[src/rtl/iob_uart_fifo_pkg.sv]
// Shared state encodings and constants for the iob_uart FIFO engine.
package iob_uart_fifo_pkg;

  localparam int MIN_BIT_DUR = 4;
  localparam int SYNC_STAGES = 2;

  typedef enum logic [2:0] {
    TX_IDLE,
    TX_START,
    TX_DATA,
    TX_PARITY,
    TX_STOP
  } tx_state_t;

  typedef enum logic [2:0] {
    RX_IDLE,
    RX_START,
    RX_DATA,
    RX_PARITY,
    RX_STOP
  } rx_state_t;

endpackage

[src/rtl/iob_uart_fifo_core_if.sv]
// Register-file side of the UART engine: configuration, FIFO strobes and status.
interface iob_uart_fifo_core_if #(
  parameter int DATA_W  = 8,
  parameter int DIV_W   = 16,
  parameter int FIFO_AW = 4
);
  logic               rst_soft_i;
  logic               tx_en_i;
  logic               rx_en_i;
  logic [DIV_W-1:0]   bit_duration_i;
  logic               parity_en_i;
  logic               parity_odd_i;
  logic               stop2_i;
  logic [DATA_W-1:0]  tx_data_i;
  logic               tx_push_i;
  logic               tx_full_o;
  logic [FIFO_AW:0]   tx_level_o;
  logic               tx_idle_o;
  logic [DATA_W-1:0]  rx_data_o;
  logic               rx_pop_i;
  logic               rx_empty_o;
  logic [FIFO_AW:0]   rx_level_o;
  logic               rx_overrun_o;
  logic               rx_frame_err_o;
  logic               rx_parity_err_o;
  logic               err_clr_i;

  modport master (
    output rst_soft_i, tx_en_i, rx_en_i, bit_duration_i, parity_en_i, parity_odd_i,
           stop2_i, tx_data_i, tx_push_i, rx_pop_i, err_clr_i,
    input  tx_full_o, tx_level_o, tx_idle_o, rx_data_o, rx_empty_o, rx_level_o,
           rx_overrun_o, rx_frame_err_o, rx_parity_err_o
  );

  modport slave (
    input  rst_soft_i, tx_en_i, rx_en_i, bit_duration_i, parity_en_i, parity_odd_i,
           stop2_i, tx_data_i, tx_push_i, rx_pop_i, err_clr_i,
    output tx_full_o, tx_level_o, tx_idle_o, rx_data_o, rx_empty_o, rx_level_o,
           rx_overrun_o, rx_frame_err_o, rx_parity_err_o
  );
endinterface

[src/rtl/iob_uart_sync_fifo.sv]
// Single-clock show-ahead FIFO with occupancy output; head reads as 0 when empty.
module iob_uart_sync_fifo #(
  parameter int DATA_W  = 8,
  parameter int FIFO_AW = 4
) (
  input  logic              clk_i,
  input  logic              arst_i,
  input  logic              i_clr,
  input  logic              i_push,
  input  logic [DATA_W-1:0] i_data,
  input  logic              i_pop,
  output logic [DATA_W-1:0] o_data,
  output logic              o_full,
  output logic              o_empty,
  output logic [FIFO_AW:0]  o_level
);
  localparam int DEPTH = 1 << FIFO_AW;
  localparam logic [FIFO_AW:0] LVL_FULL = (FIFO_AW+1)'(DEPTH);

  logic [DATA_W-1:0]  r_mem [DEPTH];
  logic [FIFO_AW-1:0] r_wr_ptr;
  logic [FIFO_AW-1:0] r_rd_ptr;
  logic [FIFO_AW:0]   r_level;
  logic               w_push;
  logic               w_pop;

  assign o_full  = (r_level == LVL_FULL);
  assign o_empty = (r_level == '0);
  assign w_push  = i_push & ~o_full;
  assign w_pop   = i_pop & ~o_empty;
  assign o_level = r_level;
  assign o_data  = o_empty ? '0 : r_mem[r_rd_ptr];

  always_ff @(posedge clk_i or posedge arst_i) begin
    if (arst_i) begin
      r_wr_ptr <= '0;
      r_rd_ptr <= '0;
      r_level  <= '0;
    end else if (i_clr) begin
      r_wr_ptr <= '0;
      r_rd_ptr <= '0;
      r_level  <= '0;
    end else begin
      if (w_push) r_wr_ptr <= r_wr_ptr + 1'b1;
      if (w_pop)  r_rd_ptr <= r_rd_ptr + 1'b1;
      if (w_push && !w_pop)      r_level <= r_level + 1'b1;
      else if (!w_push && w_pop) r_level <= r_level - 1'b1;
    end
  end

  // Storage needs no reset; the head is masked while empty.
  always_ff @(posedge clk_i) begin
    if (w_push) r_mem[r_wr_ptr] <= i_data;
  end
endmodule

[src/rtl/iob_uart_fifo_core.sv]
// UART engine with TX/RX FIFOs, runtime bit divider, parity and stop-bit select.
// Parity generation/checking is built only when IOB_UART_PARITY_EN is defined.
module iob_uart_fifo_core
  import iob_uart_fifo_pkg::*;
#(
  parameter int DATA_W     = 8,
  parameter int DIV_W      = 16,
  parameter int FIFO_AW    = 4,
  parameter int RTS_MARGIN = 2
) (
  input  logic clk_i,
  input  logic arst_i,
  iob_uart_fifo_core_if.slave bus,
  input  logic rxd_i,
  output logic txd_o,
  input  logic cts_i,
  output logic rts_o
);
  localparam int DEPTH = 1 << FIFO_AW;
  localparam logic [FIFO_AW:0] RTS_THR  = (FIFO_AW+1)'(DEPTH - RTS_MARGIN);
  localparam logic [DIV_W-1:0] BD_MIN   = DIV_W'(MIN_BIT_DUR);
  localparam logic [3:0]       LAST_BIT = 4'(DATA_W - 1);

  logic [DIV_W-1:0] w_bd_eff;
  logic             w_par_en;
  logic             w_par_odd;

  assign w_bd_eff = (bus.bit_duration_i < BD_MIN) ? BD_MIN : bus.bit_duration_i;

`ifdef IOB_UART_PARITY_EN
  assign w_par_en  = bus.parity_en_i;
  assign w_par_odd = bus.parity_odd_i;
`else
  logic w_unused_par;
  assign w_unused_par = bus.parity_en_i ^ bus.parity_odd_i;
  assign w_par_en     = 1'b0;
  assign w_par_odd    = 1'b0;
`endif

  // ---------------- transmitter ----------------
  tx_state_t         r_tx_state, w_tx_next;
  logic [DATA_W-1:0] w_tx_head, r_tx_shift;
  logic [DIV_W-1:0]  r_tx_cnt, r_tx_bd;
  logic [3:0]        r_tx_idx;
  logic              r_tx_par, r_tx_par_en, r_tx_stop2, r_tx_stop_2nd;
  logic              r_txd, w_txd_next, w_tx_empty, w_tx_start, w_tx_tick;

  iob_uart_sync_fifo #(.DATA_W(DATA_W), .FIFO_AW(FIFO_AW)) u_tx_fifo (
    .clk_i(clk_i), .arst_i(arst_i), .i_clr(bus.rst_soft_i),
    .i_push(bus.tx_push_i), .i_data(bus.tx_data_i), .i_pop(w_tx_start),
    .o_data(w_tx_head), .o_full(bus.tx_full_o), .o_empty(w_tx_empty),
    .o_level(bus.tx_level_o)
  );

  assign w_tx_tick     = (r_tx_state != TX_IDLE) && (r_tx_cnt == '0);
  assign bus.tx_idle_o = w_tx_empty && (r_tx_state == TX_IDLE);
  assign txd_o         = r_txd;

  always_comb begin
    w_tx_next  = r_tx_state;
    w_tx_start = 1'b0;
    w_txd_next = 1'b1;
    case (r_tx_state)
      TX_IDLE: if (!w_tx_empty && bus.tx_en_i && cts_i) begin
        w_tx_next  = TX_START;
        w_tx_start = 1'b1;
      end
      TX_START: begin
        w_txd_next = 1'b0;
        if (w_tx_tick) w_tx_next = TX_DATA;
      end
      TX_DATA: begin
        w_txd_next = r_tx_shift[0];
        if (w_tx_tick && r_tx_idx == LAST_BIT) w_tx_next = r_tx_par_en ? TX_PARITY : TX_STOP;
      end
      TX_PARITY: begin
        w_txd_next = r_tx_par;
        if (w_tx_tick) w_tx_next = TX_STOP;
      end
      TX_STOP: if (w_tx_tick && (!r_tx_stop2 || r_tx_stop_2nd)) w_tx_next = TX_IDLE;
      default: w_tx_next = TX_IDLE;
    endcase
  end

  // txd is registered from the current state, so the line trails the FSM by one cycle.
  always_ff @(posedge clk_i or posedge arst_i) begin
    if (arst_i) begin
      r_tx_state <= TX_IDLE;  r_txd <= 1'b1;       r_tx_cnt <= '0;     r_tx_bd <= '0;
      r_tx_shift <= '0;       r_tx_idx <= '0;      r_tx_par <= 1'b0;   r_tx_par_en <= 1'b0;
      r_tx_stop2 <= 1'b0;     r_tx_stop_2nd <= 1'b0;
    end else if (bus.rst_soft_i) begin
      r_tx_state <= TX_IDLE;  r_txd <= 1'b1;       r_tx_cnt <= '0;
    end else begin
      r_tx_state <= w_tx_next;
      r_txd      <= w_txd_next;
      if (w_tx_start) begin
        r_tx_cnt      <= w_bd_eff - 1'b1;
        r_tx_bd       <= w_bd_eff;
        r_tx_shift    <= w_tx_head;
        r_tx_idx      <= '0;
        r_tx_par      <= (^w_tx_head) ^ w_par_odd;
        r_tx_par_en   <= w_par_en;
        r_tx_stop2    <= bus.stop2_i;
        r_tx_stop_2nd <= 1'b0;
      end else if (r_tx_state != TX_IDLE) begin
        if (w_tx_tick) begin
          r_tx_cnt <= r_tx_bd - 1'b1;
          if (r_tx_state == TX_DATA) begin
            r_tx_shift <= r_tx_shift >> 1;
            r_tx_idx   <= r_tx_idx + 1'b1;
          end
          if (r_tx_state == TX_STOP) r_tx_stop_2nd <= 1'b1;
        end else begin
          r_tx_cnt <= r_tx_cnt - 1'b1;
        end
      end
    end
  end

  // ---------------- receiver ----------------
  rx_state_t          r_rx_state, w_rx_next;
  logic [SYNC_STAGES-1:0] r_rxd_sync;
  logic [DATA_W-1:0]  r_rx_shift;
  logic [DIV_W-1:0]   r_rx_cnt, r_rx_bd;
  logic [3:0]         r_rx_idx;
  logic               r_rxd_prev, r_rx_par_bit, r_rx_par_en, r_rx_odd;
  logic               w_rxd_s, w_rx_fall, w_rx_begin, w_rx_tick, w_rx_done, w_rx_full;
  logic               w_rx_push, w_frame_set, w_par_set, w_ovr_set;
  logic               r_ovr, r_frame_err, r_par_err, r_rts;

  assign w_rxd_s   = r_rxd_sync[SYNC_STAGES-1];
  assign w_rx_fall = r_rxd_prev & ~w_rxd_s;
  assign w_rx_tick = (r_rx_state != RX_IDLE) && (r_rx_cnt == '0);

  always_comb begin
    w_rx_next  = r_rx_state;
    w_rx_begin = 1'b0;
    case (r_rx_state)
      RX_IDLE: if (bus.rx_en_i && w_rx_fall) begin
        w_rx_next  = RX_START;
        w_rx_begin = 1'b1;
      end
      RX_START:  if (w_rx_tick) w_rx_next = w_rxd_s ? RX_IDLE : RX_DATA;
      RX_DATA:   if (w_rx_tick && r_rx_idx == LAST_BIT) w_rx_next = r_rx_par_en ? RX_PARITY : RX_STOP;
      RX_PARITY: if (w_rx_tick) w_rx_next = RX_STOP;
      RX_STOP:   if (w_rx_tick) w_rx_next = RX_IDLE;
      default:   w_rx_next = RX_IDLE;
    endcase
    if (r_rx_state != RX_IDLE && !bus.rx_en_i) w_rx_next = RX_IDLE;
  end

  // Stop-bit errors take precedence over parity; only clean words reach the FIFO.
  assign w_rx_done   = (r_rx_state == RX_STOP) && w_rx_tick && bus.rx_en_i;
  assign w_frame_set = w_rx_done && !w_rxd_s;
  assign w_par_set   = w_rx_done && w_rxd_s && r_rx_par_en &&
                       (r_rx_par_bit != ((^r_rx_shift) ^ r_rx_odd));
  assign w_rx_push   = w_rx_done && w_rxd_s && !w_par_set;
  assign w_ovr_set   = w_rx_push && w_rx_full;

  iob_uart_sync_fifo #(.DATA_W(DATA_W), .FIFO_AW(FIFO_AW)) u_rx_fifo (
    .clk_i(clk_i), .arst_i(arst_i), .i_clr(bus.rst_soft_i),
    .i_push(w_rx_push), .i_data(r_rx_shift), .i_pop(bus.rx_pop_i),
    .o_data(bus.rx_data_o), .o_full(w_rx_full), .o_empty(bus.rx_empty_o),
    .o_level(bus.rx_level_o)
  );

  always_ff @(posedge clk_i or posedge arst_i) begin
    if (arst_i) begin
      r_rxd_sync <= '1;
      r_rxd_prev <= 1'b1;
    end else begin
      r_rxd_sync <= {r_rxd_sync[SYNC_STAGES-2:0], rxd_i};
      r_rxd_prev <= w_rxd_s;
    end
  end

  always_ff @(posedge clk_i or posedge arst_i) begin
    if (arst_i) begin
      r_rx_state <= RX_IDLE;  r_rx_cnt <= '0;   r_rx_bd <= '0;        r_rx_shift <= '0;
      r_rx_idx <= '0;         r_rx_par_bit <= 1'b0; r_rx_par_en <= 1'b0; r_rx_odd <= 1'b0;
    end else if (bus.rst_soft_i) begin
      r_rx_state <= RX_IDLE;  r_rx_cnt <= '0;
    end else begin
      r_rx_state <= w_rx_next;
      if (w_rx_begin) begin
        r_rx_cnt    <= (w_bd_eff >> 1) - 1'b1;
        r_rx_bd     <= w_bd_eff;
        r_rx_idx    <= '0;
        r_rx_par_en <= w_par_en;
        r_rx_odd    <= w_par_odd;
      end else if (r_rx_state != RX_IDLE) begin
        if (w_rx_tick) begin
          r_rx_cnt <= r_rx_bd - 1'b1;
          if (r_rx_state == RX_DATA) begin
            r_rx_shift <= {w_rxd_s, r_rx_shift[DATA_W-1:1]};
            r_rx_idx   <= r_rx_idx + 1'b1;
          end
          if (r_rx_state == RX_PARITY) r_rx_par_bit <= w_rxd_s;
        end else begin
          r_rx_cnt <= r_rx_cnt - 1'b1;
        end
      end
    end
  end

  // A set event in the same cycle as err_clr_i keeps the flag set.
  always_ff @(posedge clk_i or posedge arst_i) begin
    if (arst_i) begin
      r_ovr <= 1'b0;  r_frame_err <= 1'b0;  r_par_err <= 1'b0;  r_rts <= 1'b0;
    end else if (bus.rst_soft_i) begin
      r_ovr <= 1'b0;  r_frame_err <= 1'b0;  r_par_err <= 1'b0;  r_rts <= 1'b0;
    end else begin
      r_ovr       <= w_ovr_set   | (r_ovr       & ~bus.err_clr_i);
      r_frame_err <= w_frame_set | (r_frame_err & ~bus.err_clr_i);
      r_par_err   <= w_par_set   | (r_par_err   & ~bus.err_clr_i);
      r_rts       <= bus.rx_en_i & (bus.rx_level_o <= RTS_THR);
    end
  end

  assign bus.rx_overrun_o    = r_ovr;
  assign bus.rx_frame_err_o  = r_frame_err;
  assign bus.rx_parity_err_o = r_par_err;
  assign rts_o               = r_rts;
endmodule

[src/flat_wrapper.sv]
// flat-port wrapper written by rule: the top's interface ports become plain ports
module iob_uart_fifo_core_flat import iob_uart_fifo_pkg::*;
#(
  parameter int DATA_W     = 8,
  parameter int DIV_W      = 16,
  parameter int FIFO_AW    = 4,
  parameter int RTS_MARGIN = 2
)
  (clk_i, arst_i, rxd_i, txd_o, cts_i, rts_o, bus_rst_soft_i, bus_tx_en_i, bus_rx_en_i, bus_bit_duration_i, bus_parity_en_i, bus_parity_odd_i, bus_stop2_i, bus_tx_data_i, bus_tx_push_i, bus_rx_pop_i, bus_err_clr_i, bus_tx_full_o, bus_tx_level_o, bus_tx_idle_o, bus_rx_data_o, bus_rx_empty_o, bus_rx_level_o, bus_rx_overrun_o, bus_rx_frame_err_o, bus_rx_parity_err_o);
  iob_uart_fifo_core_if #(.DATA_W(DATA_W), .DIV_W(DIV_W), .FIFO_AW(FIFO_AW)) bus_i ();
  input  logic clk_i;
  input  logic arst_i;
  input  logic rxd_i;
  output logic txd_o;
  input  logic cts_i;
  output logic rts_o;
  input wire logic [$bits(bus_i.rst_soft_i)-1:0] bus_rst_soft_i;
  input wire logic [$bits(bus_i.tx_en_i)-1:0] bus_tx_en_i;
  input wire logic [$bits(bus_i.rx_en_i)-1:0] bus_rx_en_i;
  input wire logic [$bits(bus_i.bit_duration_i)-1:0] bus_bit_duration_i;
  input wire logic [$bits(bus_i.parity_en_i)-1:0] bus_parity_en_i;
  input wire logic [$bits(bus_i.parity_odd_i)-1:0] bus_parity_odd_i;
  input wire logic [$bits(bus_i.stop2_i)-1:0] bus_stop2_i;
  input wire logic [$bits(bus_i.tx_data_i)-1:0] bus_tx_data_i;
  input wire logic [$bits(bus_i.tx_push_i)-1:0] bus_tx_push_i;
  input wire logic [$bits(bus_i.rx_pop_i)-1:0] bus_rx_pop_i;
  input wire logic [$bits(bus_i.err_clr_i)-1:0] bus_err_clr_i;
  output wire logic [$bits(bus_i.tx_full_o)-1:0] bus_tx_full_o;
  output wire logic [$bits(bus_i.tx_level_o)-1:0] bus_tx_level_o;
  output wire logic [$bits(bus_i.tx_idle_o)-1:0] bus_tx_idle_o;
  output wire logic [$bits(bus_i.rx_data_o)-1:0] bus_rx_data_o;
  output wire logic [$bits(bus_i.rx_empty_o)-1:0] bus_rx_empty_o;
  output wire logic [$bits(bus_i.rx_level_o)-1:0] bus_rx_level_o;
  output wire logic [$bits(bus_i.rx_overrun_o)-1:0] bus_rx_overrun_o;
  output wire logic [$bits(bus_i.rx_frame_err_o)-1:0] bus_rx_frame_err_o;
  output wire logic [$bits(bus_i.rx_parity_err_o)-1:0] bus_rx_parity_err_o;
  assign bus_i.rst_soft_i = bus_rst_soft_i;
  assign bus_i.tx_en_i = bus_tx_en_i;
  assign bus_i.rx_en_i = bus_rx_en_i;
  assign bus_i.bit_duration_i = bus_bit_duration_i;
  assign bus_i.parity_en_i = bus_parity_en_i;
  assign bus_i.parity_odd_i = bus_parity_odd_i;
  assign bus_i.stop2_i = bus_stop2_i;
  assign bus_i.tx_data_i = bus_tx_data_i;
  assign bus_i.tx_push_i = bus_tx_push_i;
  assign bus_i.rx_pop_i = bus_rx_pop_i;
  assign bus_i.err_clr_i = bus_err_clr_i;
  assign bus_tx_full_o = bus_i.tx_full_o;
  assign bus_tx_level_o = bus_i.tx_level_o;
  assign bus_tx_idle_o = bus_i.tx_idle_o;
  assign bus_rx_data_o = bus_i.rx_data_o;
  assign bus_rx_empty_o = bus_i.rx_empty_o;
  assign bus_rx_level_o = bus_i.rx_level_o;
  assign bus_rx_overrun_o = bus_i.rx_overrun_o;
  assign bus_rx_frame_err_o = bus_i.rx_frame_err_o;
  assign bus_rx_parity_err_o = bus_i.rx_parity_err_o;
  iob_uart_fifo_core #(.DATA_W(DATA_W), .DIV_W(DIV_W), .FIFO_AW(FIFO_AW), .RTS_MARGIN(RTS_MARGIN)) u_core (.clk_i(clk_i), .arst_i(arst_i), .bus(bus_i), .rxd_i(rxd_i), .txd_o(txd_o), .cts_i(cts_i), .rts_o(rts_o));
endmodule
[config.mk]
export PLATFORM = sky130hd
export DESIGN_NAME = iob_uart_fifo_core_flat
export DESIGN_NICKNAME = d
export VERILOG_FILES = /design/src/rtl/iob_uart_fifo_pkg.sv /design/src/rtl/iob_uart_fifo_core_if.sv /design/src/rtl/iob_uart_sync_fifo.sv /design/src/rtl/iob_uart_fifo_core.sv /design/src/flat_wrapper.sv
export SDC_FILE = /design/constraint.sdc
export NUM_CORES = 1
export LEC_CHECK = 0
export CAP_MARGIN = 10
export CORE_MARGIN = 3
export CORE_UTILIZATION = 31
export CTS_CLUSTER_DIAMETER = 200
export DETAILED_ROUTE_END_ITERATION = 8
export HOLD_SLACK_MARGIN = 0.15
export PLACE_DENSITY = 0.53
export SLEW_MARGIN = 15
export SYNTH_ARGS = -nofsm -noshare
export SYNTH_HDL_FRONTEND = slang
export SYNTH_HIERARCHICAL = 1
export SYNTH_SLANG_ARGS = --single-unit
[constraint.sdc]
create_clock -name clk_i -period 4.4 [get_ports clk_i]
set_input_delay 1.1 -clock clk_i [delete_from_list [all_inputs] [get_ports clk_i]]
set_output_delay 1.1 -clock clk_i [all_outputs]
set_load 0.01 [all_outputs]
---- Word level (Yosys, flattened, before mapping) ----
Memories as Yosys holds them, arrays and structs flattened.
Cells that the tools add are included.
storage, ports and cells
  bits in latches ......................... 0
  output and inout bits ................... 26
  bits in read-only memories .............. 0
  bits in registers ....................... 131
  memories kept ........................... 2
  bits in writable memories ............... 256
  word-level logic and storage cells ...... 218
memory list
  memory                  depth  width  rd ports  clocked after Yosys merged registers in  wr ports  line                      RTL
  u_core.u_rx_fifo.r_mem  16     8      1         0                                        1         iob_uart_sync_fifo.sv:20  logic [DATA_W-1:0] r_mem [DEPTH];
  u_core.u_tx_fifo.r_mem  16     8      1         0                                        1         iob_uart_sync_fifo.sv:20
cells by class
  divide/modulo/power cells ............... 0
  order comparisons ....................... 2
  equality and inequality tests ........... 22
  reductions and logical operators ........ 60
  $add $sub $neg .......................... 16
  shift-type cells ........................ 0
  multiplexer cells ....................... 71
  multiply operators ...................... 0
  bitwise logic cells ..................... 19
operator list
  kind                   count
  $mux 16                9
  $sub 16x1->16 const B  5
  $mux 4                 16
  $mux 8                 6
  $mux 3                 13
  $logic_not 16->1       2
  $mux 5                 6
  $pmux 3 s5             2
  $add 4x1->4 const B    6
  $reduce_bool 2->1      11
  $ne 4x2->1 const B     5
  $logic_and 1x1->1      19
  $reduce_bool 3->1      6
  $mux 1                 17
  $lt 16x3->1 const B    1
  $sub 15x1->16 const B  1
  $reduce_and 5->1       3
  $eq 3x2->1 const B     4
  $ne 3x2->1 const B     4
  $reduce_and 4->1       3
  $add 5x1->5 const B    2
  $eq 5x5->1 const B     2
  $logic_not 5->1        2
  $sub 5x1->5 const B    2
  15 further kinds       43

---- Depth between registers and ports, before layout ----
Gate-level depths: netlist of the first run.
  word-level depth ........................ 11
  depth in mapped cells ................... 16
  depth with buffers taken out ............ 13

---- By module ----
Netlist of the first run, hierarchy kept.
modules (own cells, without submodules)
  module              times used  cells an instance  area an instance (sq um)  sequential area each (sq um)
  iob_uart_sync_fifo  2           313                5878.1                    4169.0
  iob_uart_fifo_core  1           631                5675.4                    2632.5

---- Worst setup path before layout of the first run ----
No wires, ideal clock.
  path type ............................... flip-flop to flip-flop
  start ................................... register u_core.u_tx_fifo.r_level[0] (netlist: u_core/u_tx_fifo/o_level[0])
  end ..................................... register u_core.u_tx_fifo.r_level[4] (netlist: u_core/u_tx_fifo/o_level[4])
  library setup time ...................... 82 ps
  slack ................................... 611 ps
  stages on the path, launching flop included .. 17
  arrival ................................. 3707 ps
  data required time ...................... 4318 ps
  clock period less this slack ............ 3789 ps
  path through ............................ dfrtp_1 > or4_1 > buf_6 > nor2_1 > and3b_1 > nand2_1 > inv_2 > buf_1 > buf_1 > buf_2 > o41ai_1 > nand2_1 > ha_1 > a21oi_1 > a21oi_1 > a311o_1 > a31oi_1
on the way
  cells in the longest elaborated chain, start to end .. 11
  elaborated cells on any way between the ends .. 21
ends and longest elaborated chain
  element                            line                      RTL
  start: declaration                 iob_uart_sync_fifo.sv:23  logic [FIFO_AW:0] r_level;
  start signal: assignment           iob_uart_sync_fifo.sv:46  if (w_push && !w_pop) r_level <= r_level + 1'b1;
  start signal: assignment           iob_uart_sync_fifo.sv:47  else if (!w_push && w_pop) r_level <= r_level - 1'b1;
  $logic_not 5->1 *                  iob_uart_sync_fifo.sv:28  assign o_empty = (r_level == '0);
  net u_core.w_tx_empty              iob_uart_fifo_core.sv:46  logic r_txd, w_txd_next, w_tx_empty, w_tx_start, w_tx_tick;
  $logic_not 1->1 *                  iob_uart_fifo_core.sv:64  TX_IDLE: if (!w_tx_empty && bus.tx_en_i && cts_i) begin
  $logic_and 1x1->1 * (2 in series)  iob_uart_fifo_core.sv:64
  $mux 1 *                           iob_uart_fifo_core.sv:64
  $mux 1 *                           iob_uart_fifo_core.sv:63  case (r_tx_state)
  net u_core.w_tx_start              iob_uart_fifo_core.sv:46
  $and 1x1->1 *                      iob_uart_sync_fifo.sv:30  assign w_pop = i_pop & ~o_empty;
  $logic_not 1->1                    iob_uart_sync_fifo.sv:46
  $logic_and 1x1->1                  iob_uart_sync_fifo.sv:46
  $mux 5                             iob_uart_sync_fifo.sv:46
  $mux 5                             iob_uart_sync_fifo.sv:39  end else if (i_clr) begin
The timed path passes the listed nets; every way through them passes the cells marked *. The select of a mux whose other input is x is not followed.
A chain may end at the register's enable or synchronous reset.

---- Worst setup path after layout of the first run ----
  start ................................... register u_core.u_tx_fifo.r_level[0] (netlist: u_core/u_tx_fifo/o_level[0])
  end ..................................... output bus_tx_idle_o
on the way
  cells in the longest elaborated chain, start to end .. 2
ends and longest elaborated chain
  element                line                      RTL
  $logic_not 5->1        iob_uart_sync_fifo.sv:28
  net u_core.w_tx_empty  iob_uart_fifo_core.sv:46
  $logic_and 1x1->1      iob_uart_fifo_core.sv:56  assign bus.tx_idle_o = w_tx_empty && (r_tx_state == TX_IDLE);
  end: declaration       flat_wrapper.sv:30        output wire logic [$bits(bus_i.tx_idle_o)-1:0] bus_tx_idle_o;
The timed path passes the listed nets, and every way through them passes these cells.

==> results of run 1 <==
[layout by cell type, fill, tap and decap left out, types with 9 or more instances in the layout]
cell	count
xor2_1	19
o32a_1	10
mux2_2	9
mux2i_1	43
ha_1	22
nand3_1	22
a21oi_1	25
clkbuf_1	9
clkbuf_16	45
clkdlybuf4s50_1	59
nor3_1	14
o21ai_0	45
xnor2_1	26
buf_4	66
a31oi_1	12
nor4_1	13
nand2b_1	12
nand4_1	10
edfxtp_1	256
mux4_2	64
o22ai_1	19
dfrtp_1	125
a22o_1	11
nor2_1	102
inv_1	18
nand2_1	162
[state kept, by name (all words and copies together), names as in the netlist, 5 cells and up]
register,cells
u_core/r_rx_cnt,16
u_core/r_tx_cnt,16
u_core/r_tx_bd,16
u_core/r_rx_shift,8
u_core/r_rx_bd,16
u_core/r_tx_shift,8
u_core/u_rx_fifo/o_level,5
u_core/u_tx_fifo/r_mem,128
u_core/u_tx_fifo/o_level,5
u_core/u_rx_fifo/r_mem,128
[where the power goes]
group | internal [mW] | switching (mW)
Sequential | 4.21 | 0.328
Clock | 2.11 | 1.52
Combinational | 1.18 | 1.45
[worst paths after layout]
path                                             startpoint                    to  slack, ns  cells past startpoint
max in group asynchronous                            arst_i     u_core/r_rxd_prev       2.49                      3
min in group asynchronous                            arst_i  u_core/r_tx_shift[3]       1.15                      2
worst max-delay path            u_core/u_tx_fifo/o_level[0]         bus_tx_idle_o       0.35                      4
worst max register to register  u_core/u_tx_fifo/o_level[0]   u_core/r_tx_cnt[15]       0.41                     11
worst min-delay path                   u_core/r_rxd_sync[0]  u_core/r_rxd_sync[1]       0.36                      0
worst min register to register         u_core/r_rxd_sync[0]  u_core/r_rxd_sync[1]       0.36                      0
[synth_stat cells (4+ instances only)]
library cell / n
buf_4: 5
mux2i_1: 43
a21o_1: 6
and2_1: 7
buf_6: 7
nand3_1: 22
o32a_1: 10
nor4_1: 13
inv_1: 19
o21ai_2: 4
buf_2: 23
or2_2: 5
mux4_2: 64
clkbuf_1: 29
nand2b_1: 12
mux2_2: 9
o31ai_1: 7
ha_1: 22
a31oi_1: 12
xor2_1: 19
and3_1: 4
a22o_1: 11
o22ai_1: 19
a21boi_0: 7
nand4_1: 10
nor2_1: 102
o211ai_1: 8
or3_1: 7
dfrtp_1: 127
dfstp_2: 4
a21oi_1: 25
nand2_1: 162
o21ai_0: 45
xnor2_1: 26
mux2_1: 6
edfxtp_1: 256
nor3_1: 15
[metal layers]
metal | GRT usage [%] | wire length (um) | vias to the layer above
li1 | - | - | 4973
met1 | 18.7 | 18500 | 5302
met2 | 22.2 | 19400 | 196
met3 | 2.04 | 1460 | 49
met4 | 3.57 | 683 | 0
met5 | 0 | 0 | -
[cell families after synthesis]
logic type                 after synthesis  synth area share [%]
and+or+nand+nor                        395                  10.8
DFF                                    387                  62.9
buffers and inverters                   87                  2.45
xor gates and xnor gates                45                  2.26
adders and majority gates               24                  1.81
AOI/OAI and AO/OA                      197                  8.05
muxes                                  122                  11.7
[final cells by class]
class	instances	area share [%]
repair buffers	127	5.40
clock buffers	59	5.97
flip-flops and latches	387	53.3
well taps	748	4.55
inverters	20	0.377
clock inverters	22	1.06
multi-input cells	783	29.3
==> results.md, run 1 <==
- Final core utilization: a little under two fifths
- Pin count of the biggest net entering global routing: 42
- TritonCTS clock tree: done
- Clk sink count: between 300 and 400
- Worst Path Arrival: 2.95 ns
- Fraction of synthesis flops using an asynchronous set or reset pin: 33.9%
- Total count of hold-check failures in the final report: 0
- Final nets: roughly 1,400
- Die area: 59,100 sq um
- Aggregate negative setup slack: 0 ns
- Worst-case headroom to the max-slew limit: 40.7%
- Class of the most critical hold timing path: reg -> reg
- Multi-input gate area: slightly above 6000 sq um
- Post-layout total power: between 10 and 15 mW
- Ratio of cells with drive above 1 in the final layout: around 18%
- Wire length of the first global-routing pass: 63,000 um
- Worst-path maximum fanout: 8
- Avg Inst Size Synth: about 14 sq um
- Synthesized netlist cell count: 1,257
- Largest incremental delay on the critical path: roughly 0.6 ns
- Post-route non-filler standard cell count: approximately 2,100
- Antenna violations before repair: 0
- Leak pwr: ~7.4 nW
- Number of placed instances with taps included: between 2,000 and 2,500
- DPL Wire Length: 26,700 um
- DRT iter0 DRCs: roughly 740
- Pwr/cell area: roughly 520 nW/um^2
- Final hold slack: ~0.36 ns
- FILL cells: 5,312
- Flip-flop and latch count after synthesis: slightly below 400
- Number of cell rows: between 80 and 90
- Number of I/O port buffers: 60
- Vert. Die Dim: approximately 240 um
- Category of the worst setup path capture point: output port
- Critical path cell sequence: or4_1 -> nor2_1 -> and2_1 -> clkdlybuf4s50_1
- Number of enable flip-flop cells after synthesis: roughly 260
- Effective utilization at floorplan: about a third
- Syn_nets: 1,318
- Largest area contributor in the synthesized netlist: edfxtp_1
- Post-synth top flop: edfxtp_1
- Max Cap Violations: 0
- Setup repair after global routing missed its margin: false
- Post-DR wirelength/cell: around 19 um
- Total inserted antenna cells: 0
- Cell with the biggest individual delay on the critical path: or4_1
- Final worst slack: between 0.3 and 0.4 ns
- Nature of the critical path startpoint: flop
- Placed standard-cell area: between 15,000 and 20,000 sq um
- Vias: around 11,000
- Share of synthesized area occupied by flip-flops and latches: a little over three fifths
- DRC violations left: 0
- Worst slack at placement: between 0.2 and 0.3 ns
- Least-Margin Pin Slew: about 0.9 ns
- Worst-case clock skew: around 0.019 ns
- CP Class: reg -> out
- CTS Buf Count: between 40 and 50
- Number of buffers and inverters on the critical path: 1
- X dimension of the die: between 200 and 250 um
- Number of setup violations in the final report: 0
- Final clock period utilization by the worst path: between 90% and 100%
- Placer Congestion: 0.785
- Aggregate global-route resource usage: a little over an eighth
- Post-CTS Setup Bufs: 0
- Count of nets left with antenna violations after detail routing: 0
- PostCTS Resize Cnt: 0
- Post-route cell area: approximately 21,000 sq um
- Highest clock rate: between 0.2 and 0.25 GHz
- CTS root buf: clkbuf_16
- Final Critical Period: 4.05 ns
- Hold bufs inserted after CTS: 0
- Top Ports: 63
- Number of global-route vias before repair: around 11,000
- Total number of yosys warnings: 6
- Area of the mapped netlist: between 15,000 and 20,000 sq um
- CP Data Required Time: 3.30 ns
- Distinct cells, synth: 84
- Number of levels in the clock H-tree: 2
- Maximum number of buffers from clock root to sink: 3
- Status: finished clean
- Insertion delay of the later-clocked pin in the worst-skew pair: 0.58 ns
- Signed area change from the synthesized netlist to the final layout: 18.1%
- Total detailed-routing wirelength: 40,000 um
- VDD IR max: about 0.31 mV
- Core region area: 55,400 sq um
- Max Slew Vio Count: 0
- Total area of sequential cells: 11,000 sq um
- Pre-Repair DR Iteration Count: 5
- Family with the most delay on the worst path: simple AND/OR/NAND/NOR gates
- Grt ovf: 0
- Top area cells in the synthesized netlist: edfxtp_1 44%, dfrtp_1 18%, mux4_2 8.3%, nand2_1 3.5%, mux2i_1 2.5%
- Share of the synthesized area in the top cell type: 44.1%
- Detail-routed via count per cell: ~4.9
- Clock transition at the registers of the reported paths: around 0.06 ns
Note: power is estimated with default switching activity, not from simulation.
==> run 2, diff against run 1 <==
- CELL_PAD_IN_SITES_DETAIL_PLACEMENT: not set -> 0
- CELL_PAD_IN_SITES_GLOBAL_PLACEMENT: not set -> 2
- PLACE_DENSITY: 0.53 -> 0.66
- SYNTH_HIERARCHICAL: 1 -> not set
==> run 2 against run 1 <==
Critical path depth increased by 1. Register-to-register slack improved by 0.49 ns. Clock skew shrank 0.0051 ns. Hold slack better by 0.0067 ns. Largest cell class unchanged.
==> results.md, run 2 <==
- Status: finished clean
- Post-layout total power: 11.3 mW (+5.0%)
- Worst Path Arrival: 3.11 ns (+0.16 ns)
- Post-synth top flop: edfxtp_1
- Grt ovf: 0 (unchanged)
- DPL Wire Length: 26,800 um (+0.54%)
- Min-delay src: u_core.r_rxd_sync[0]
- Nature of the critical path startpoint: flop
- Ratio of cells with drive above 1 in the final layout: 14.8% (-3.2 points)
- Worst-case clock skew: 0.0139 ns (-0.00509 ns)
- CTS Buf Count: 44 (unchanged)
- Area of the mapped netlist: 17,000 sq um (-2.7%)
- DRC violations left: 0 (unchanged)
- X dimension of the die: 240 um (-1.3%)
- Top library cells by usage in the layout, fill and taps aside: 256 x edfxtp_1, 184 x nand2_1, 124 x dfrtp_1
- Aggregate negative setup slack: 0 ns (unchanged)
- Leak pwr: 7.32 nW (-1.6%)
- Top area cells in the synthesized netlist: edfxtp_1 45%, dfrtp_1 19%, mux4_2 9.6%, nand2_1 4.1%, nor2_1 2.2%
- Least-Margin Pin Slew: 0.921 ns (+0.0313 ns)
- Total detailed-routing wirelength: 40,600 um (+1.5%)
- Cell with the biggest individual delay on the critical path: mux4_2
- Hold bufs inserted after CTS: 0 (unchanged)
- Pwr/cell area: 565 nW/um^2 (+7.9%)
- Share of synthesized area occupied by flip-flops and latches: 64.7% (+1.8 points)
- Regs by FF count: u_core.u_rx_fifo.r_mem x128, u_core.u_tx_fifo.r_mem x128
- Share of the synthesized area in the top cell type: 45.3% (+1.2 points)
- CTS root buf: clkbuf_16
- Critical path cell sequence: buf_12 -> mux4_2 -> mux4_2 -> nor2b_1 -> clkdlybuf4s50_1
- Largest area contributor in the synthesized netlist: edfxtp_1
- Syn_nets: 1,293 (-1.9%)
- Highest clock rate: 0.237 GHz (-3.8%)
- Most numerous cell types in the synthesized netlist: 256 x edfxtp_1, 184 x nand2_1, 127 x dfrtp_1
- Worst flop-to-flop path endpoint: u_core.u_rx_fifo.o_level[4]
- Max Slew Vio Count: 0 (unchanged)
- Clk sink count: 387 (unchanged)
- Number of global-route vias before repair: 10,600 (-1.1%)
- Max Cap Violations: 0 (unchanged)
- Final nets: 1,385 (-2.7%)
- Die area: 57,600 sq um (-2.6%)
- Worst-path maximum fanout: 28 (+20)
- CP Data Required Time: 3.30 ns (about the same)
- Category of the worst setup path capture point: output port
- Class of the most critical hold timing path: reg -> reg
- CP Class: reg -> out
- Post-DR wirelength/cell: 19.8 um (+5.9%)
- Effective utilization at floorplan: 31.4% (-0.064 points)
- Total count of hold-check failures in the final report: 0 (unchanged)
- Number of enable flip-flop cells after synthesis: 256 (unchanged)
- Most common library cell in the layout ignoring fill and taps: edfxtp_1
- Number of I/O port buffers: 60 (unchanged)
- Worst Hold Depth: 0 (unchanged)
- Core region area: 54,000 sq um (-2.5%)
- VDD IR max: 0.288 mV (-8.5%)
- Flip-flop and latch count after synthesis: 387 (unchanged)
- Launch point of the worst reg-to-reg path: u_core.r_rx_cnt[10]
- Distinct cells, synth: 59 (-30%)
- Avg Inst Size Synth: 13.8 sq um (-0.81%)
- Wire length of the first global-routing pass: 64,200 um (+1.9%)
- Insertion delay of the later-clocked pin in the worst-skew pair: 0.57 ns (about the same)
- Final Critical Period: 4.21 ns (+0.161 ns)
- Largest incremental delay on the critical path: 0.58 ns (-0.02 ns)
- Aggregate global-route resource usage: 14.4% (+0.95 points)
- Setup repair after global routing missed its margin: false
- Hold endpoint: u_core.r_rxd_sync[1]
- Detail-routed via count per cell: 4.95 (+0.94%)
- Maximum number of buffers from clock root to sink: 3 (unchanged)
- Number of levels in the clock H-tree: 2 (unchanged)
- TritonCTS clock tree: done
- Signed area change from the synthesized netlist to the final layout: 18.1% (about the same)
- R2R Setup Slk: 0.90 ns (+0.49 ns)
- Worst-case headroom to the max-slew limit: 38.6% (-2.1 points)
- DRT iter0 DRCs: 672 (-8.9%)
- Pin count of the biggest net entering global routing: 52 (+24%)
- Most frequent cell after synthesis: edfxtp_1
- Fraction of synthesis flops using an asynchronous set or reset pin: 33.9% (unchanged)
- Most common cell type on the critical path: mux4_2
- Clock transition at the registers of the reported paths: 0.05 ns (about the same)
- Top Ports: 63 (unchanged)
- Antenna violations before repair: 0 (unchanged)
- Final core utilization: 37.1% (-0.062 points)
- Vias: 10,200 (-3.2%)
- Count of nets left with antenna violations after detail routing: 0 (unchanged)
- Total number of yosys warnings: 0 (-6)
- Synthesized netlist cell count: 1,233 (-1.9%)
- Placed standard-cell area: 18,600 sq um (-2.8%)
- Final clock period utilization by the worst path: 95.8% (+3.7 points)
- Final hold slack: 0.363 ns (+0.00674 ns)
- Worst Reg-to-Reg Cells: 11 (unchanged)
- Total inserted antenna cells: 0 (unchanged)
- Pre-Repair DR Iteration Count: 5 (unchanged)
- Number of setup violations in the final report: 0 (unchanged)
- Placer Congestion: 0.750 (-4.4%)
- Post-route cell area: 20,000 sq um (-2.7%)
- Worst setup path startpoint: u_core.u_rx_fifo.r_rd_ptr[0]
- Number of cell rows: 85 (-1.2%)
- Vert. Die Dim: 240 um (-1.3%)
-- run 2: cell type report --
| cell class | count | area (sq um) |
|---|---|---|
| Fill cell | 5130 | 34000 |
| Clock buffer | 69 | 1270 |
| Timing Repair Buffer | 109 | 1000 |
| Inverter | 18 | 71.3 |
| Tap cell | 696 | 871 |
| Clock inverter | 13 | 171 |
| Sequential cell | 387 | 11000 |
| Multi-Input combinational cell | 765 | 5680 |
-- run 2: how the worst max path moves through the flow --
stage | to | depth (start not counted) | slack, ns
after floorplan | u_core.u_rx_fifo.o_level[4] | 12 | 0.78
after global placement | u_core.r_tx_cnt[14] | 11 | 0.19
after detailed placement | u_core.r_rx_cnt[15] | 10 | 0.17
after CTS | bus_rx_data_o[1] | 5 | 0.06
after global routing | bus_rx_data_o[7] | 5 | 0.04
final | bus_rx_data_o[1] | 5 | 0.19
-- run 2: per-stage QoR --
| step | std cells | setup WS (ns) |
|---|---|---|
| after floorplan | 1233 | 0.782 |
| after global placement | 1975 | 0.187 |
| after detailed placement | 1975 | 0.171 |
| after CTS | 2057 | 0.0563 |
| after global routing | 2057 | 0.0372 |
| final | 2057 | 0.186 |
-- run 2: cell families (layout without fill, tap and decap cells) --
family                     Yosys count  count (layout)  synth area share [%]
and+or+nand+nor                    438             438                  12.0
DFF                                387             387                  64.7
AOI/OAI and AO/OA                  167             167                  6.63
muxes                               89              89                  10.6
buffers and inverters               81             209                  1.84
xor gates and xnor gates            48              48                  2.48
adders and majority gates           23              23                  1.79
-- run 2: where the power goes --
| group | internal (mW) | total [mW] | switching (mW) | leakage (nW) |
|---|---|---|---|---|
| registers | 4.22 | 4.57 | 0.356 | 4.08 |
| logic | 1.44 | 3.12 | 1.67 | 2.54 |
| clock network | 2.17 | 3.63 | 1.47 | 0.692 |
-- run 2: what timing repair did --
action | in CTS | in global routing
gates resized for setup | 0 | 1
setup endpoints to repair | 0 | 2
setup buffers | 0 | 0
-- run 2: critical path, delay by kind of cell, from the launching register on --
| family | cells | cell delay [ns] |
|---|---|---|
| and+or+nand+nor | 1 | 0.15 |
| DFF | 1 | 0.54 |
| buffers and inverters | 2 | 0.75 |
| muxes | 2 | 1.09 |
-- run 2: routing by layer --
metal	global-route usage (%)	routed length [um]	vias up
met1	20.5	19600	5120
li1	-	-	4817
met2	22.4	18300	167
met5	0	0	-
met3	2.90	1680	75
met4	4.66	1140	0
==> run 3, diff against run 2 <==
- DONT_BUFFER_PORTS: not set -> 1
- PLACE_DENSITY: 0.66 -> 0.64
==> run 3 against run 2 <==
Power decreased by 3.3%. Sequential power increased by 2%. Combinational power decreased by 12%. Highest routed layer unchanged. Setup slack improved by 0.23 ns.
==> results.md, run 3 (synthesized netlist as in run 2, its figures left out) <==
- Detail-routed via count per cell: 5.04 (+1.8%)
- Category of the worst setup path capture point: output port
- DPL Wire Length: 26,700 um (-0.39%)
- Highest clock rate: 0.251 GHz (+5.8%)
- Top library cells by usage in the layout, fill and taps aside: 256 x edfxtp_1, 184 x nand2_1, 124 x dfrtp_1
- Final nets: 1,305 (-5.8%)
- CP Data Required Time: 3.30 ns (about the same)
- Aggregate global-route resource usage: 14.4% (-0.055 points)
- Total count of hold-check failures in the final report: 0 (unchanged)
- CTS root buf: clkbuf_16
- Logic pwr share: 25.2% (-2.3 points)
- Worst Hold Depth: 0 (unchanged)
- DRT iter0 DRCs: 628 (-6.5%)
- Final core utilization: 35.6% (-1.5 points)
- Clock transition at the registers of the reported paths: 0.06 ns (about the same)
- Total inserted antenna cells: 0 (unchanged)
- Setup repair after global routing missed its margin: false
- Worst Path Arrival: 2.88 ns (-0.23 ns)
- Worst-case clock skew: 0.0192 ns (+0.00530 ns)
- Switching power total: 3.48 mW (-0.38%)
- Signed area change from the synthesized netlist to the final layout: 13.5%
- Pin count of the biggest net entering global routing: 65 (+25%)
- Post-route non-filler standard cell count: 1,976 (-3.9%)
- Sequential fraction of design power: 42.4% (+2.0 points)
- Number of I/O port buffers: 0 (-100%)
- Insertion delay of the later-clocked pin in the worst-skew pair: 0.58 ns (about the same)
- Total area of sequential cells: 11,000 sq um (about the same)
- Core region area: 54,000 sq um (unchanged)
- Grt ovf: 0 (unchanged)
- Wire length of the first global-routing pass: 62,800 um (-2.2%)
- VDD IR max: 0.311 mV (+8.0%)
- Max Slew Vio Count: 0 (unchanged)
- Final clock period utilization by the worst path: 90.5% (-5.2 points)
- Post-layout total power: 10.9 mW (-3.3%)
- Placer Congestion: 0.763 (+1.7%)
- Vias: 9,957 (-2.2%)
- FILL cells: 5,189 (+1.2%)
- Ratio of cells with drive above 1 in the final layout: 14.4% (-0.47 points)
- Total detailed-routing wirelength: 41,100 um (+1.2%)
- Post-DR wirelength/cell: 20.8 um (+5.4%)
- Regs by FF count: u_core.u_rx_fifo.r_mem x128, u_core.u_tx_fifo.r_mem x128
- Count of nets left with antenna violations after detail routing: 0 (unchanged)
- PostCTS Resize Cnt: 0 (unchanged)
- Final hold slack: 0.356 ns (-0.00674 ns)
- Clk network pwr share: 32.4% (+0.3 points)
- CP Class: reg -> out
- Switching share of power: 31.8% (+0.94 points)
- Final Critical Period: 3.98 ns (-0.231 ns)
- Leak pwr: 6.98 nW (-4.7%)
- Die area: 57,600 sq um (unchanged)
- Vert. Die Dim: 240 um (unchanged)
- Number of cell rows: 85 (unchanged)
- Number of placed instances with taps included: 1,894 (-4.1%)
- Number of global-route vias before repair: 10,100 (-5.2%)
- Clk sink count: 387 (unchanged)
- Maximum number of buffers from clock root to sink: 3 (unchanged)
- Worst Reg-to-Reg Cells: 12 (+1)
- Class of the most critical hold timing path: reg -> reg
- Power Internal: 7.46 mW (-4.7%)
- DRC violations left: 0 (unchanged)
- Pre-Repair DR Iteration Count: 4 (-1)
- Aggregate negative setup slack: 0 ns (unchanged)
- Effective utilization at floorplan: 31.4% (unchanged)
- CTS Buf Count: 45 (+2.3%)
- Multi-input gate area: 5680 sq um (unchanged)
- TritonCTS clock tree: done
- Post-CTS Setup Bufs: 0 (unchanged)
- Least-Margin Pin Slew: 0.933 ns (+0.0121 ns)
- Worst-case headroom to the max-slew limit: 37.8% (-0.80 points)
- Max Cap Violations: 0 (unchanged)
- Top Ports: 63 (unchanged)
- Status: finished clean
- Worst-path maximum fanout: 17 (-39%)
- Nature of the critical path startpoint: flop
- Hold bufs inserted after CTS: 0 (unchanged)
- Most common library cell in the layout ignoring fill and taps: edfxtp_1
- Antenna violations before repair: 0 (unchanged)
- Number of levels in the clock H-tree: 2 (unchanged)
- Pwr/cell area: 569 nW/um^2 (+0.61%)
- X dimension of the die: 240 um (unchanged)
- Number of setup violations in the final report: 0 (unchanged)
[run 3: cell count changes in the layout (fill, tap and decap cells not counted), moves of 2 or more]
cell | previous run | this run
buf_4 | 46 | 25
bufinv_16 | 3 | 1
clkbuf_1 | 19 | 13
clkbuf_8 | 5 | 3
clkdlybuf4s50_1 | 59 | 0
clkinv_1 | 3 | 5
clkinv_2 | 3 | 7
clkinvlp_4 | 3 | 5
[run 3: layer usage]
| metal | vias up | wire length [um] | GRT usage [%] | part of all wire [%] |
|---|---|---|---|---|
| met2 | 153 | 19400 | 23.0 | 47 |
| li1 | 4653 | - | - | - |
| met3 | 61 | 1660 | 2.76 | 4.0 |
| met1 | 5090 | 19100 | 20.0 | 47 |
| met4 | 0 | 971 | 4.39 | 2.4 |
| met5 | - | 0 | 0 | 0 |
[run 3: per-stage QoR]
| step | setup slack (ns) | area [sq um] |
|---|---|---|
| finish | 0.417 | 19200 |
| global route | 0.250 | 19200 |
| CTS | 0.317 | 19200 |
| detailed placement | 0.512 | 17800 |
| global placement | 0.540 | 17800 |
| floorplan | 0.782 | 17000 |
[run 3: power by group through the flow]
stage | Clock [mW] | Sequential, mW | Combinational (mW)
2_1_floorplan | 0 | 4.49 | 2.23
3_3_place_gp | 0 | 4.72 | 2.77
3_5_place_dp | 0 | 4.72 | 2.79
4_1_cts | 3.65 | 4.65 | 2.80
5_1_grt | 3.81 | 4.71 | 3.09
6_report | 3.54 | 4.64 | 2.76
[run 3: final cells by class]
| cell class | instances | area share (%) |
|---|---|---|
| well taps | 696 | 4.52 |
| repair buffers | 28 | 1.29 |
| clock inverters | 21 | 0.994 |
| multi-input cells | 765 | 29.5 |
| inverters | 18 | 0.370 |
| clock buffers | 61 | 6.32 |
| flip-flops and latches | 387 | 57.0 |
[run 3: worst paths after layout]
check                                                  start                           end  slack, ns
worst max register to register           u_core.r_rx_cnt[10]   u_core.u_rx_fifo.o_level[4]       0.71
worst min register to register          u_core.r_rxd_sync[0]          u_core.r_rxd_sync[1]       0.36
worst max-delay path            u_core.u_rx_fifo.r_rd_ptr[0]              bus_rx_data_o[7]       0.42
max in group asynchronous                             arst_i                  u_core.txd_o       2.88
worst min-delay path                    u_core.r_rxd_sync[0]          u_core.r_rxd_sync[1]       0.36
min in group asynchronous                             arst_i  u_core.u_rx_fifo.r_wr_ptr[1]       0.58
[run 3: critical path: stages (launching register included)]
cell and delay [ns]:
dfrtp_2 0.78, buf_4 0.32, mux4_2 0.53, mux4_2 0.47
nor2b_1 0.20
